[config.mk]
export PLATFORM = sky130hd
export DESIGN_NAME = spi_accel_responder
export DESIGN_NICKNAME = d
export VERILOG_FILES = /design/src/rtl/spi_accel_responder.sv
export SDC_FILE = /design/constraint.sdc
export NUM_CORES = 1
export LEC_CHECK = 0
export BUFFER_PORTS_ARGS = -buffer_cell sky130_fd_sc_hd__buf_2
export CORE_MARGIN = 4
export CORE_UTILIZATION = 40
export DETAILED_ROUTE_END_ITERATION = 8
export GPL_TIMING_DRIVEN = 0
export PLACE_DENSITY = 0.63
export SYNTH_ARGS = -nofsm -noshare
export SYNTH_HDL_FRONTEND = slang
export SYNTH_SLANG_ARGS = --single-unit
export TNS_END_PERCENT = 20
[constraint.sdc]
create_clock -name ClkPort -period 9.07 [get_ports ClkPort]
set_clock_uncertainty 0.15 [all_clocks]
set_input_delay 0.907 -clock ClkPort [delete_from_list [all_inputs] [get_ports ClkPort]]
set_output_delay 0.907 -clock ClkPort [all_outputs]
set_load 0.05 [all_outputs]
[src/rtl/spi_accel_responder.sv]
// SPI mode-0 responder emulating the ADXL362 register protocol (ID, X/Y/Z, config window).
// Optional DATA_READY status bit is enabled by defining SPI_RESP_STATUS_EN.
module spi_accel_responder #(
  parameter int          SYNC_STAGES = 2,
  parameter logic [7:0]  DEVID       = 8'hAD,
  parameter logic [7:0]  PARTID      = 8'hF2
) (
  input  logic               ClkPort,
  input  logic               Reset,
  input  logic               sclk,
  input  logic               ss,
  input  logic               mosi,
  output logic               miso,
  output logic               miso_oe,
  input  logic signed [11:0] accel_x,
  input  logic signed [11:0] accel_y,
  input  logic signed [11:0] accel_z,
  input  logic               sample_strobe,
  output logic               wr_strobe,
  output logic [7:0]         wr_addr,
  output logic [7:0]         wr_data,
  output logic               busy
);

  typedef enum logic [2:0] {
    S_IDLE, S_CMD, S_ADDR, S_WDATA, S_RDATA, S_IGNORE
  } state_t;

  localparam logic [7:0] CMD_WRITE = 8'h0A;
  localparam logic [7:0] CMD_READ  = 8'h0B;

  function automatic logic [7:0] hi_byte(input logic signed [11:0] v);
    return {{4{v[11]}}, v[11:8]};
  endfunction

  function automatic logic [7:0] read_reg(
    input logic [7:0]         a,
    input logic signed [11:0] x,
    input logic signed [11:0] y,
    input logic signed [11:0] z,
    input logic [7:0]         st,
    input logic [7:0]         cfg_word
  );
    logic [7:0] d;
    d = 8'h00;
    if (a[7:4] == 4'h2) begin
      d = cfg_word;
    end else begin
      case (a)
        8'h00:   d = DEVID;
        8'h01:   d = 8'h1D;
        8'h02:   d = PARTID;
        8'h0B:   d = st;
        8'h0E:   d = x[7:0];
        8'h0F:   d = hi_byte(x);
        8'h10:   d = y[7:0];
        8'h11:   d = hi_byte(y);
        8'h12:   d = z[7:0];
        8'h13:   d = hi_byte(z);
        default: d = 8'h00;
      endcase
    end
    return d;
  endfunction

  logic [SYNC_STAGES-1:0] r_sclk_sync, r_ss_sync, r_mosi_sync;
  logic                   r_sclk_prev, r_ss_prev;

  state_t            r_state;
  logic [2:0]        r_bitcnt;
  logic [7:0]        r_rx, r_tx, r_ptr;
  logic              r_is_wr;
  logic              r_miso, r_miso_oe, r_busy;
  logic              r_wr_strobe;
  logic [7:0]        r_wr_addr, r_wr_data;
  logic [7:0]        r_cfg [16];
  logic signed [11:0] r_snap_x, r_snap_y, r_snap_z;

  logic       w_sclk_s, w_ss_s, w_mosi_s;
  logic       w_sclk_rise, w_sclk_fall, w_ss_rise, w_ss_fall;
  logic       w_byte_done;
  logic [7:0] w_byte, w_ptr_nxt, w_status;
  logic       w_snap_clr;

  // Synchronizer chains; ss idles high so reset it high to avoid a false select
  always_ff @(posedge ClkPort or posedge Reset) begin
    if (Reset) begin
      r_sclk_sync <= '0;
      r_ss_sync   <= '1;
      r_mosi_sync <= '0;
      r_sclk_prev <= 1'b0;
      r_ss_prev   <= 1'b1;
    end else begin
      r_sclk_sync <= {r_sclk_sync[SYNC_STAGES-2:0], sclk};
      r_ss_sync   <= {r_ss_sync[SYNC_STAGES-2:0], ss};
      r_mosi_sync <= {r_mosi_sync[SYNC_STAGES-2:0], mosi};
      r_sclk_prev <= w_sclk_s;
      r_ss_prev   <= w_ss_s;
    end
  end

  assign w_sclk_s    = r_sclk_sync[SYNC_STAGES-1];
  assign w_ss_s      = r_ss_sync[SYNC_STAGES-1];
  assign w_mosi_s    = r_mosi_sync[SYNC_STAGES-1];
  assign w_sclk_rise = w_sclk_s & ~r_sclk_prev & ~w_ss_s;
  assign w_sclk_fall = ~w_sclk_s & r_sclk_prev & ~w_ss_s;
  assign w_ss_fall   = ~w_ss_s & r_ss_prev;
  assign w_ss_rise   = w_ss_s & ~r_ss_prev;
  assign w_byte_done = w_sclk_rise & (r_bitcnt == 3'd7);
  assign w_byte      = {r_rx[6:0], w_mosi_s};
  assign w_ptr_nxt   = r_ptr + 8'd1;
  assign w_snap_clr  = w_byte_done & (r_state == S_ADDR) & ~r_is_wr &
                       (w_byte >= 8'h0E) & (w_byte <= 8'h13);

`ifdef SPI_RESP_STATUS_EN
  logic r_data_ready;

  always_ff @(posedge ClkPort or posedge Reset) begin
    if (Reset)              r_data_ready <= 1'b0;
    else if (sample_strobe) r_data_ready <= 1'b1;
    else if (w_snap_clr)    r_data_ready <= 1'b0;
  end

  assign w_status = {7'b0, r_data_ready};
`else
  logic w_unused_status;
  assign w_unused_status = sample_strobe ^ w_snap_clr;
  assign w_status        = 8'h00;
`endif

  // Protocol FSM; the 3-bit counter wraps to 0 at the eighth bit, closing each byte
  always_ff @(posedge ClkPort or posedge Reset) begin
    if (Reset) begin
      r_state     <= S_IDLE;
      r_bitcnt    <= 3'd0;
      r_rx        <= 8'h00;
      r_tx        <= 8'h00;
      r_ptr       <= 8'h00;
      r_is_wr     <= 1'b0;
      r_miso      <= 1'b0;
      r_miso_oe   <= 1'b0;
      r_busy      <= 1'b0;
      r_wr_strobe <= 1'b0;
      r_wr_addr   <= 8'h00;
      r_wr_data   <= 8'h00;
      r_snap_x    <= '0;
      r_snap_y    <= '0;
      r_snap_z    <= '0;
      for (int i = 0; i < 16; i++) r_cfg[i] <= 8'h00;
    end else begin
      r_wr_strobe <= 1'b0;
      if (w_ss_rise) begin
        r_state   <= S_IDLE;
        r_bitcnt  <= 3'd0;
        r_busy    <= 1'b0;
        r_miso_oe <= 1'b0;
        r_miso    <= 1'b0;
      end else if (w_ss_fall) begin
        r_state   <= S_CMD;
        r_bitcnt  <= 3'd0;
        r_busy    <= 1'b1;
        r_miso_oe <= 1'b1;
        r_miso    <= 1'b0;
      end else if (w_sclk_rise) begin
        r_rx     <= w_byte;
        r_bitcnt <= r_bitcnt + 3'd1;
        if (w_byte_done) begin
          case (r_state)
            S_CMD: begin
              if (w_byte == CMD_WRITE) begin
                r_is_wr <= 1'b1;
                r_state <= S_ADDR;
              end else if (w_byte == CMD_READ) begin
                r_is_wr <= 1'b0;
                r_state <= S_ADDR;
              end else begin
                r_state <= S_IGNORE;
              end
            end
            S_ADDR: begin
              r_ptr    <= w_byte;
              r_snap_x <= accel_x;
              r_snap_y <= accel_y;
              r_snap_z <= accel_z;
              if (r_is_wr) begin
                r_state <= S_WDATA;
              end else begin
                r_state <= S_RDATA;
                // First byte comes from the live inputs being captured this cycle
                r_tx    <= read_reg(w_byte, accel_x, accel_y, accel_z, w_status,
                                    r_cfg[w_byte[3:0]]);
              end
            end
            S_WDATA: begin
              if (r_ptr[7:4] == 4'h2) begin
                r_cfg[r_ptr[3:0]] <= w_byte;
                r_wr_strobe       <= 1'b1;
                r_wr_addr         <= r_ptr;
                r_wr_data         <= w_byte;
              end
              r_ptr <= w_ptr_nxt;
            end
            S_RDATA: begin
              r_ptr <= w_ptr_nxt;
              r_tx  <= read_reg(w_ptr_nxt, r_snap_x, r_snap_y, r_snap_z, w_status,
                                r_cfg[w_ptr_nxt[3:0]]);
            end
            default: r_state <= r_state;
          endcase
        end
      end else if (w_sclk_fall && r_state == S_RDATA) begin
        r_miso <= r_tx[7];
        r_tx   <= {r_tx[6:0], 1'b0};
      end
    end
  end

  assign miso      = r_miso;
  assign miso_oe   = r_miso_oe;
  assign busy      = r_busy;
  assign wr_strobe = r_wr_strobe;
  assign wr_addr   = r_wr_addr;
  assign wr_data   = r_wr_data;

endmodule

* After elaboration in Yosys (flattened, before gate mapping)
Index checks and enable logic that the tools add are counted.
** Word-level totals
- Memory bits (read-only) :: 0
- Register bits after elaboration :: 221
- Output and inout port bits :: 20
- Word-level logic and storage cells :: 152
- Memories kept :: 0
- Bits in writable memories :: 0
- Bits in latches :: 0
** Operators by class
- Bitwise operators :: 16
- Div/mod/pow operators :: 0
- Equal/unequal tests :: 30
- Reduce and logical (&&, ||, !) cells :: 21
- $lt $le $gt $ge :: 4
- Add/sub/neg operators :: 2
- Shifts and indexed selects :: 0
- Multiply operators :: 0
- Muxes and demuxes :: 44
** Operator list (count)
- $pmux W8 S9 :: 2
- $bwmux W128 :: 1
- $mux W8 :: 11
- $bmux W8 S4 :: 2
- $eq A8 B5 Y1 const B :: 8
- $eq A8 B4 Y1 const B :: 6
- $demux W8 S4 :: 1
- $pmux W8 S2 :: 2
- $mux W3 :: 10
- $reduce_and A6 Y1 :: 3
- $eq A8 B1 Y1 const B :: 2
- $eq A8 B2 Y1 const B :: 2
- $logic_not A8 Y1 :: 2
- $ge A5 B5 Y1 const B :: 3
- $not A4 Y5 :: 3
- $mux W1 :: 14
- $eq A4 B2 Y1 const B :: 3
- $reduce_and A5 Y1 :: 2
- $reduce_bool A3 Y1 :: 3
- $add A8 B1 Y8 const B :: 1
- $reduce_bool A2 Y1 :: 4
- $and A1 B1 Y1 :: 7
- $eq A3 B2 Y1 const B :: 2
- $eq A3 B3 Y1 const B :: 2
- 13 further kinds :: 21

* Longest topological paths before layout
Gate-level depths: netlist of the first run.
- Word-level depth :: 9
- Mapped depth :: 14
- Depth with buffers taken out :: 8

* Worst setup path before layout of the first run
Ideal clock, no wire load.
- Path kind :: reg2reg
- From :: register r_ptr[0]
- To :: register r_tx[2]
- Required time :: 8.783 ns
- Library setup time :: 0.137 ns
- Setup slack :: 5.782 ns
- Path buffers :: 5
- Data arrival time :: 3.002 ns
- Cell stages (with the launch flop) :: 13
- Cells stage by stage :: dfrtp_1 > buf_6 > buf_4 > buf_2 > inv_1 > ha_1 > buf_2 > buf_2 > mux4_2 > mux4_2 > nor2b_1 > a2111oi_2 > a32oi_1
** Between the ends
- Longest elaborated chain between the ends :: 9
- Elaborated cells between the ends (all ways) :: 20
** Ends and longest elaborated chain
- start, declared :: line 71 : logic [7:0] r_rx, r_tx, r_ptr;
- start signal, assigned :: line 181 : r_ptr <= w_byte;
- start signal, assigned :: line 201 : r_ptr <= w_ptr_nxt;
- start signal, assigned :: line 204 : r_ptr <= w_ptr_nxt;
- $add A8 B1 Y8 (*) :: line 111 : assign w_ptr_nxt = r_ptr + 8'd1;
- $not A4 Y5 (not written as such) :: line 206 : r_cfg[w_ptr_nxt[3:0]]);
- $bmux W8 S4 :: line 206
- $mux W8 (not written as such) (2 in a row) :: line 206
- $mux W8 (*) :: line 46 : if (a[7:4] == 4'h2) begin
- $pmux W8 S2 (*) :: line 168 : case (r_state)
- $mux W8 (*) :: line 167 : if (w_byte_done) begin
- $mux W8 (*) :: line 164 : end else if (w_sclk_rise) begin
- end signal, assigned :: line 190 : r_tx <= read_reg(w_byte, accel_x, accel_y, accel_z, w_status,
- end signal, assigned :: line 205 : r_tx <= read_reg(w_ptr_nxt, r_snap_x, r_snap_y, r_snap_z, w_status,
- end signal, assigned :: line 213 : r_tx <= {r_tx[6:0], 1'b0};
- end, declared :: line 71
Every way passes the cells marked *; elsewhere a longest branch is shown, timed or not. The select of a mux whose other input is x is not followed.
A chain may end at the register's enable or synchronous reset.

* Final worst setup path of the first run
- From :: register r_ptr[0]
- To :: register r_tx[5]
The elaborated chain is that of the path after synthesis.

==> results of run 1 <==
worst paths after layout:
path                                          start                        to  slack [ns]  cells after the start
max                            r_ptr[0]$_DFFE_PP0P_       r_tx[5]$_DFFE_PP0P_        4.68                     14
min                        r_sclk_sync[0]$_DFF_PP0_  r_sclk_sync[1]$_DFF_PP0_        0.20                      0
max reg2reg                    r_ptr[0]$_DFFE_PP0P_       r_tx[5]$_DFFE_PP0P_        4.68                     14
min reg2reg                r_sclk_sync[0]$_DFF_PP0_  r_sclk_sync[1]$_DFF_PP0_        0.20                      0
max in group asynchronous                     Reset     r_cfg[71]$_DFFE_PP0P_        7.39                      3
min in group asynchronous                     Reset   r_snap_z[0]$_DFFE_PP0P_        0.33                      2
through the flow:
step           TNS (ns)  setup WS, ns
2_1_floorplan         0          1.97
3_3_place_gp    -154.94        -0.725
3_5_place_dp          0          4.72
4_1_cts               0          4.70
5_1_grt               0          4.40
6_report              0          4.68
cell families (layout without fill, tap and decap cells):
kind of cell	after synthesis	in the layout	synth area share, %
compound gates	137	137	8.22
xor+xnor	5	5	0.427
fa+ha+maj	9	9	0.938
buf+inv	92	197	3.54
flops	221	221	46.1
mux	269	269	31.4
simple gates	226	226	9.36
per-layer routing:
layer,vias to the layer above,wire length [um]
li1,3775,-
met4,0,1680
met3,94,2600
met5,-,0
met1,4505,15200
met2,348,16100
placed cells by master, fill, tap and decap left out, types with 4 or more instances in the layout:
cell type	synthesis	routed
or4_1	4	4
o21ai_0	28	28
clkinv_2	0	7
a211oi_1	4	4
mux2_2	177	177
and3_1	4	4
o21bai_1	4	4
and2_1	8	8
nor3_1	11	11
clkbuf_16	0	25
a2111oi_0	4	4
inv_1	20	19
mux2i_1	24	24
nand2b_1	8	8
nand3_1	16	16
buf_1	4	4
o22a_1	5	5
a21o_1	5	5
a21oi_1	24	24
a22oi_1	9	9
clkbuf_8	0	6
nor2b_1	8	8
a221oi_1	4	4
nand4_1	8	8
a31oi_1	7	7
dfrtp_1	218	218
o22ai_1	5	5
clkbuf_1	34	37
nand2_1	97	97
mux4_2	67	67
nor2_1	26	26
ha_1	9	9
nor4_1	13	13
buf_2	27	87
buf_4	4	4
sequential cells by signal (all words and copies together) (netlist names):
name         count
busy             1
miso             1
r_bitcnt         3
r_cfg          128
r_is_wr          1
r_mosi_sync      2
r_ptr            8
r_rx             7
r_sclk_prev      1
r_sclk_sync      2
r_snap_x        12
r_snap_y        12
r_snap_z        12
r_ss_prev        1
r_ss_sync        2
r_state          3
r_tx             8
wr_addr          8
wr_data          8
wr_strobe        1
power by group through the flow:
| stage | registers, mW | clock network (mW) | logic, mW |
|---|---|---|---|
| 2_1_floorplan | 1.08 | 0 | 0.290 |
| 6_report | 1.06 | 1.00 | 0.446 |
| 5_1_grt | 1.07 | 1.06 | 0.479 |
| 4_1_cts | 1.06 | 1.02 | 0.442 |
| 3_3_place_gp | 1.08 | 0 | 0.436 |
| 3_5_place_dp | 1.08 | 0 | 0.441 |
cell type report:
type / count / area share [%]
repair buffers: 61 / 2.41
multi-input cells: 646 / 44.3
flip-flops and latches: 221 / 40.6
clock buffers: 34 / 5.28
inverters: 20 / 0.606
clock inverters: 10 / 0.597
well taps: 390 / 3.58
plain buffers: 72 / 2.57
==> results.md, run 1 <==
* Post-Syn Instances at roughly 960
* Final setup vio count at 0
* CP required at 9.31 ns
* Fmax achieved at 228 MHz
* WP buf/inv at 7
* CTS buffer count at 25
* Comb power frac at 17.8%
* Post-synthesis cell area at about 0.012 mm2
* Grt total ovfl at 0
* Worst Setup End Kind: flop
* Number of flops mapped to enable cells by yosys at 0
* Fillers at approximately 2700
* Sequential cell fraction of total power at between 40% and 50%
* Power per standard cell area at 184 mW/mm2
* M2 GR Usage at roughly a third
* Hold Vio Cnt, Final at 0
* Hold-fix buffers at CTS at 0
* Internal at roughly 1.8 mW
* Global routing usage on met1 at about 30%
* Layout cells sized above 1 at 38.2%
* Via count at 8722
* Worst-margin pin slew at 1.31 ns
* CTS sink cnt at 221
* Largest net degree at the start of global routing at 117
* Slew headroom at 12.5%
* Post-Place Cells at 1410
* Crit-path slowest cell: buf_2
* Clock share of power at 39.9%
* Synth unique cells at between 70 and 80
* Initial antenna violation count at 0
* Max-cap violations at 0
* Synth area leaders: dfrtp_1 (45%), mux2_2 (17%), mux4_2 (13%)
* Status: finished, final reports clean
* Tot GR Track Use at 21.5%
* Synth warnings at 0
* Period utilisation layout at 48.4%
* Syn_nets at ~1000
* CP cell instances: buf_6 > buf_4 > buf_2 > inv_1 > ha_1 > buf_2 > buf_2 > buf_2 > mux4_2 > mux2i_1 > mux2_2 > o22ai_1 > nor4_1 > o221ai_1
* DIE WIDTH at 181 um
* Worst EP arrival at 4.63 ns
* First DRT Iteration DRCs at 880
* Cell mode on critical path: buf_2
* Chip height at 181 um
* Gp weighted congestion at 1.00
* CTS Root Cell: clkbuf_16
* Leakage at around 6 nW
* Area of the multi-input gates at 0.00604 mm2
* Non-Filler Instances at between 1000 and 1500
* Util after Layout at a little under half
* Drc violations at 0
* Placed cell areas at around 0.013 mm2
* Crit path largest cell delay at approximately 0.43 ns
* Slew Limit Fails at 0
* Clk_lat worst skew at 0.54 ns
* Top post-synthesis cells by count: dfrtp_1 (218), mux2_2 (177), nand2_1 (97), mux4_2 (67), clkbuf_1 (34)
* Top Family by Delay on Critical Path: buffers and inverters
* Post-route cell area at 0.0136 mm2
* Syn avg cell area at 12.5 um2
* Core Footprint at 0.0296 mm2
* Initial core utilization at 40.5%
* WL per Instance at around 24 um
* Drt first pass iters at 5
* N_diodes at 0
* Synth area leader: dfrtp_1
* Detailed Place HPWL at 25.2 mm
* Final ANT Viol Nets at 0
* Tightest Hold Check Type: flop to flop
* Sw power at 0.752 mW
* Maximum VDD drop at 0.133 mV
* Die area at 0.0328 mm2
* Worst-path clk slew at around 0.06 ns
* Area growth from synthesis to layout at 13.5%
* Routed via count divided by cell count at 6.00
* Most Crowded Layer GR: met2
* Asr flop ratio synth at 100%
* Primary FF master, synth: dfrtp_1
* Register area at 0.00553 mm2
* Global-route wire length before repair at 54.8 mm
* CTS tree: done
* Seq/Total Area, Yosys at 46.1%
* Max FO, Critical Path at 10
* Tmin final at 4.39 ns
* Post-cts sizing count at 0
* Setup bufs post-CTS at 0
* Final net count at 1098
* Worst hold slack at between 0.15 and 0.2 ns
* Bufs on Longest Clock Path at 3
* RSZ-0062 raised after global routing: false
* Yosys reg bits at approximately 220
* Share of the synthesized area in the top cell type at 45.4%
* Crit start category: flop
* Power consumption at approximately 2.5 mW
* IO buf count at 60
* Vias in the first global route at around 8900
* Sw Ratio at around 30%
* Total wire length at roughly 36 mm
* Most frequent cell after synthesis: dfrtp_1
* H-Tree Depth at 1
* Critical path class: flop to flop
* Row cnt at 63
* Ports at a little over 60
* Met3 usage in global routing at 4.67%
(Power assumes the default switching activity.)
==> inputs of run 2 (changes only) <==
PLACE_DENSITY = 0.65   (was 0.63)
clock period = 3.75 ns   (was 9.07 ns; I/O delays follow)
==> run 2 against run 1 <==
Global-route usage increased by 0.92 points. Die area unchanged. Wire length increased by 5.2%. Total power increased by 150%. Utilization increased by 1.8 points. Via count increased by 4.6%. Sequential power increased by 140%. Critical path type unchanged.
==> results.md, run 2 (synthesis results as in run 1) <==
* Status: finished, final reports clean
* Detailed Place HPWL at 25.8 mm (+2.6%)
* Chip height at 181 um (unchanged)
* Top Family by Delay on Critical Path: buffers and inverters
* RSZ-0062 raised after global routing: false
* Period utilisation layout at 94.4% (+46 points)
* Reg with most FFs: r_cfg
* Die area at 0.0328 mm2 (unchanged)
* Crit-path slowest cell: mux4_2
* Max FO, Critical Path at 15 (+5)
* Largest net degree at the start of global routing at 42 (-64%)
* Worst-margin pin slew at 1.26 ns (-0.0514 ns)
* Worst-path clk slew at 0.06 ns (about the same)
* Slew Limit Fails at 0 (unchanged)
* Fmax achieved at 283 MHz (+24%)
* Worst EP arrival at 3.80 ns (-0.83 ns)
* Drt first pass iters at 6 (+1)
* Area growth from synthesis to layout at 17.9%
* Row cnt at 63 (unchanged)
* Vias in the first global route at 9337 (+5.3%)
* Routed via count divided by cell count at 6.09 (+1.5%)
* Power per standard cell area at 438 mW/mm2 (+140%)
* CP cell instances: buf_12 > buf_6 > inv_1 > ha_1 > buf_2 > buf_6 > mux4_2 > mux4_2 > nor2b_1 > a2111oi_2 > a32oi_1
* Final ANT Viol Nets at 0 (unchanged)
* Grt total ovfl at 0 (unchanged)
* CTS tree: done
* Max-cap violations at 0 (unchanged)
* CP required at 4.01 ns (-5.30 ns)
* Bufs on Longest Clock Path at 3 (unchanged)
* Hold Vio Cnt, Final at 0 (unchanged)
* Tot GR Track Use at 22.4% (+0.92 points)
* Slew headroom at 15.9% (+3.4 points)
* Drc violations at 0 (unchanged)
* Placed cell areas at 0.0129 mm2 (+0.69%)
* Global-route wire length before repair at 57.0 mm (+4.1%)
* First DRT Iteration DRCs at 886 (+0.68%)
* Leakage at 6.32 nW (+3.3%)
* Tightest Hold Check Type: flop to flop
* DIE WIDTH at 181 um (unchanged)
* Final net count at 1142 (+4.0%)
* Initial antenna violation count at 1 (+1)
* Critical path class: flop to flop
* Crit start category: flop
* Most frequent cells in the layout: dfrtp_1 (218), mux2_2 (177), nand2_1 (97)
* Setup bufs post-CTS at 0 (unchanged)
* Power consumption at 6.19 mW (+150%)
* Worst Setup End Kind: flop
* Gp weighted congestion at 0.952 (-4.9%)
* Crit path largest cell delay at 0.49 ns (+0.06 ns)
* Worst hold slack at 0.199 ns (+0.000344 ns)
* CTS buffer count at 25 (unchanged)
* Via count at 9121 (+4.6%)
* Initial core utilization at 40.5% (unchanged)
* Core Footprint at 0.0296 mm2 (unchanged)
* Final setup vio count at 0 (unchanged)
* CTS sink cnt at 221 (unchanged)
* CTS Root Cell: clkbuf_16
* H-Tree Depth at 1 (unchanged)
* WP buf/inv at 5 (-2)
* Maximum VDD drop at 0.340 mV (+160%)
* Largest register FFs at 128 (unchanged)
* Total wire length at 37.4 mm (+5.2%)
* WL per Instance at 24.9 um (+2.1%)
* IO buf count at 60 (unchanged)
* Tmin final at 3.54 ns (-0.850 ns)
* Clk_lat worst skew at 0.54 ns (about the same)
* Layout cells sized above 1 at 36.6% (-1.6 points)
* Most common cell after layout, fill and taps aside: dfrtp_1
* Post-route cell area at 0.0142 mm2 (+3.9%)
* Ports at 62 (unchanged)
* N_diodes at 0 (unchanged)
==> run 2: final cells by class <==
class,count,area [um2]
fillers,2646,15500
multi-input cells,646,6040
flip-flops and latches,221,5530
repair buffers,106,821
clock buffers,37,711
well taps,390,488
plain buffers,71,373
clock inverters,7,106
inverters,20,78.8
==> run 2: power by group <==
| group | total [mW] | leakage (nW) | internal, mW | switching (mW) |
|---|---|---|---|---|
| Clock | 2.47 | 0.402 | 1.46 | 1.02 |
| Sequential | 2.58 | 2.94 | 2.49 | 0.0873 |
| Combinational | 1.14 | 2.97 | 0.391 | 0.749 |
==> run 2: metrics by stage <==
stage               util (%)  setup TNS (ns)  std cells  setup WS, ns
global placement        43.2         -241.07       1409         -1.12
detailed placement      43.6           -3.27       1415        -0.593
finish                  47.8               0       1498         0.210
CTS                     47.7               0       1498         0.125
global route            47.8               0       1498        0.0179
floorplan                  -               0        959         0.345
==> run 2: final timing paths <==
| kind | to | startpoint | depth (start not counted) | slack [ns] |
|---|---|---|---|---|
| setup / recovery | r_tx[2]$_DFFE_PP0P_ | r_ptr[0]$_DFFE_PP0P_ | 11 | 0.21 |
| hold / removal | r_sclk_sync[1]$_DFF_PP0_ | r_sclk_sync[0]$_DFF_PP0_ | 0 | 0.20 |
| setup reg to reg | r_tx[2]$_DFFE_PP0P_ | r_ptr[0]$_DFFE_PP0P_ | 11 | 0.21 |
| hold reg to reg | r_sclk_sync[1]$_DFF_PP0_ | r_sclk_sync[0]$_DFF_PP0_ | 0 | 0.20 |
| max in group asynchronous | r_cfg[71]$_DFFE_PP0P_ | Reset | 5 | 2.29 |
| min in group asynchronous | r_snap_y[8]$_DFFE_PP0P_ | Reset | 3 | 0.31 |
==> run 2: per-layer routing <==
metal / global-route usage [%] / up-vias / part of all wire, %
li1: - / 3873 / -
met1: 30.4 / 4680 / 41
met2: 35.1 / 457 / 46
met3: 5.64 / 109 / 8.6
met4: 8.35 / 2 / 4.2
met5: 0 / - / 0.035
==> run 2: timing repair <==
action | CTS | global route
endpoints found under the hold margin | 56 | 0
hold buffers | 40 | 0
gates resized for setup | 6 | 3
endpoints found under the setup margin | 8 | 2
==> run 2: worst reg2reg max path, cell delays in order, from the launching register on <==
cell and delay, ns:
dfrtp_1 0.44, buf_12 0.22, buf_6 0.23, inv_1 0.13
ha_1 0.29, buf_2 0.24, buf_6 0.24, mux4_2 0.35
mux4_2 0.49, nor2b_1 0.16, a2111oi_2 0.32, a32oi_1 0.16
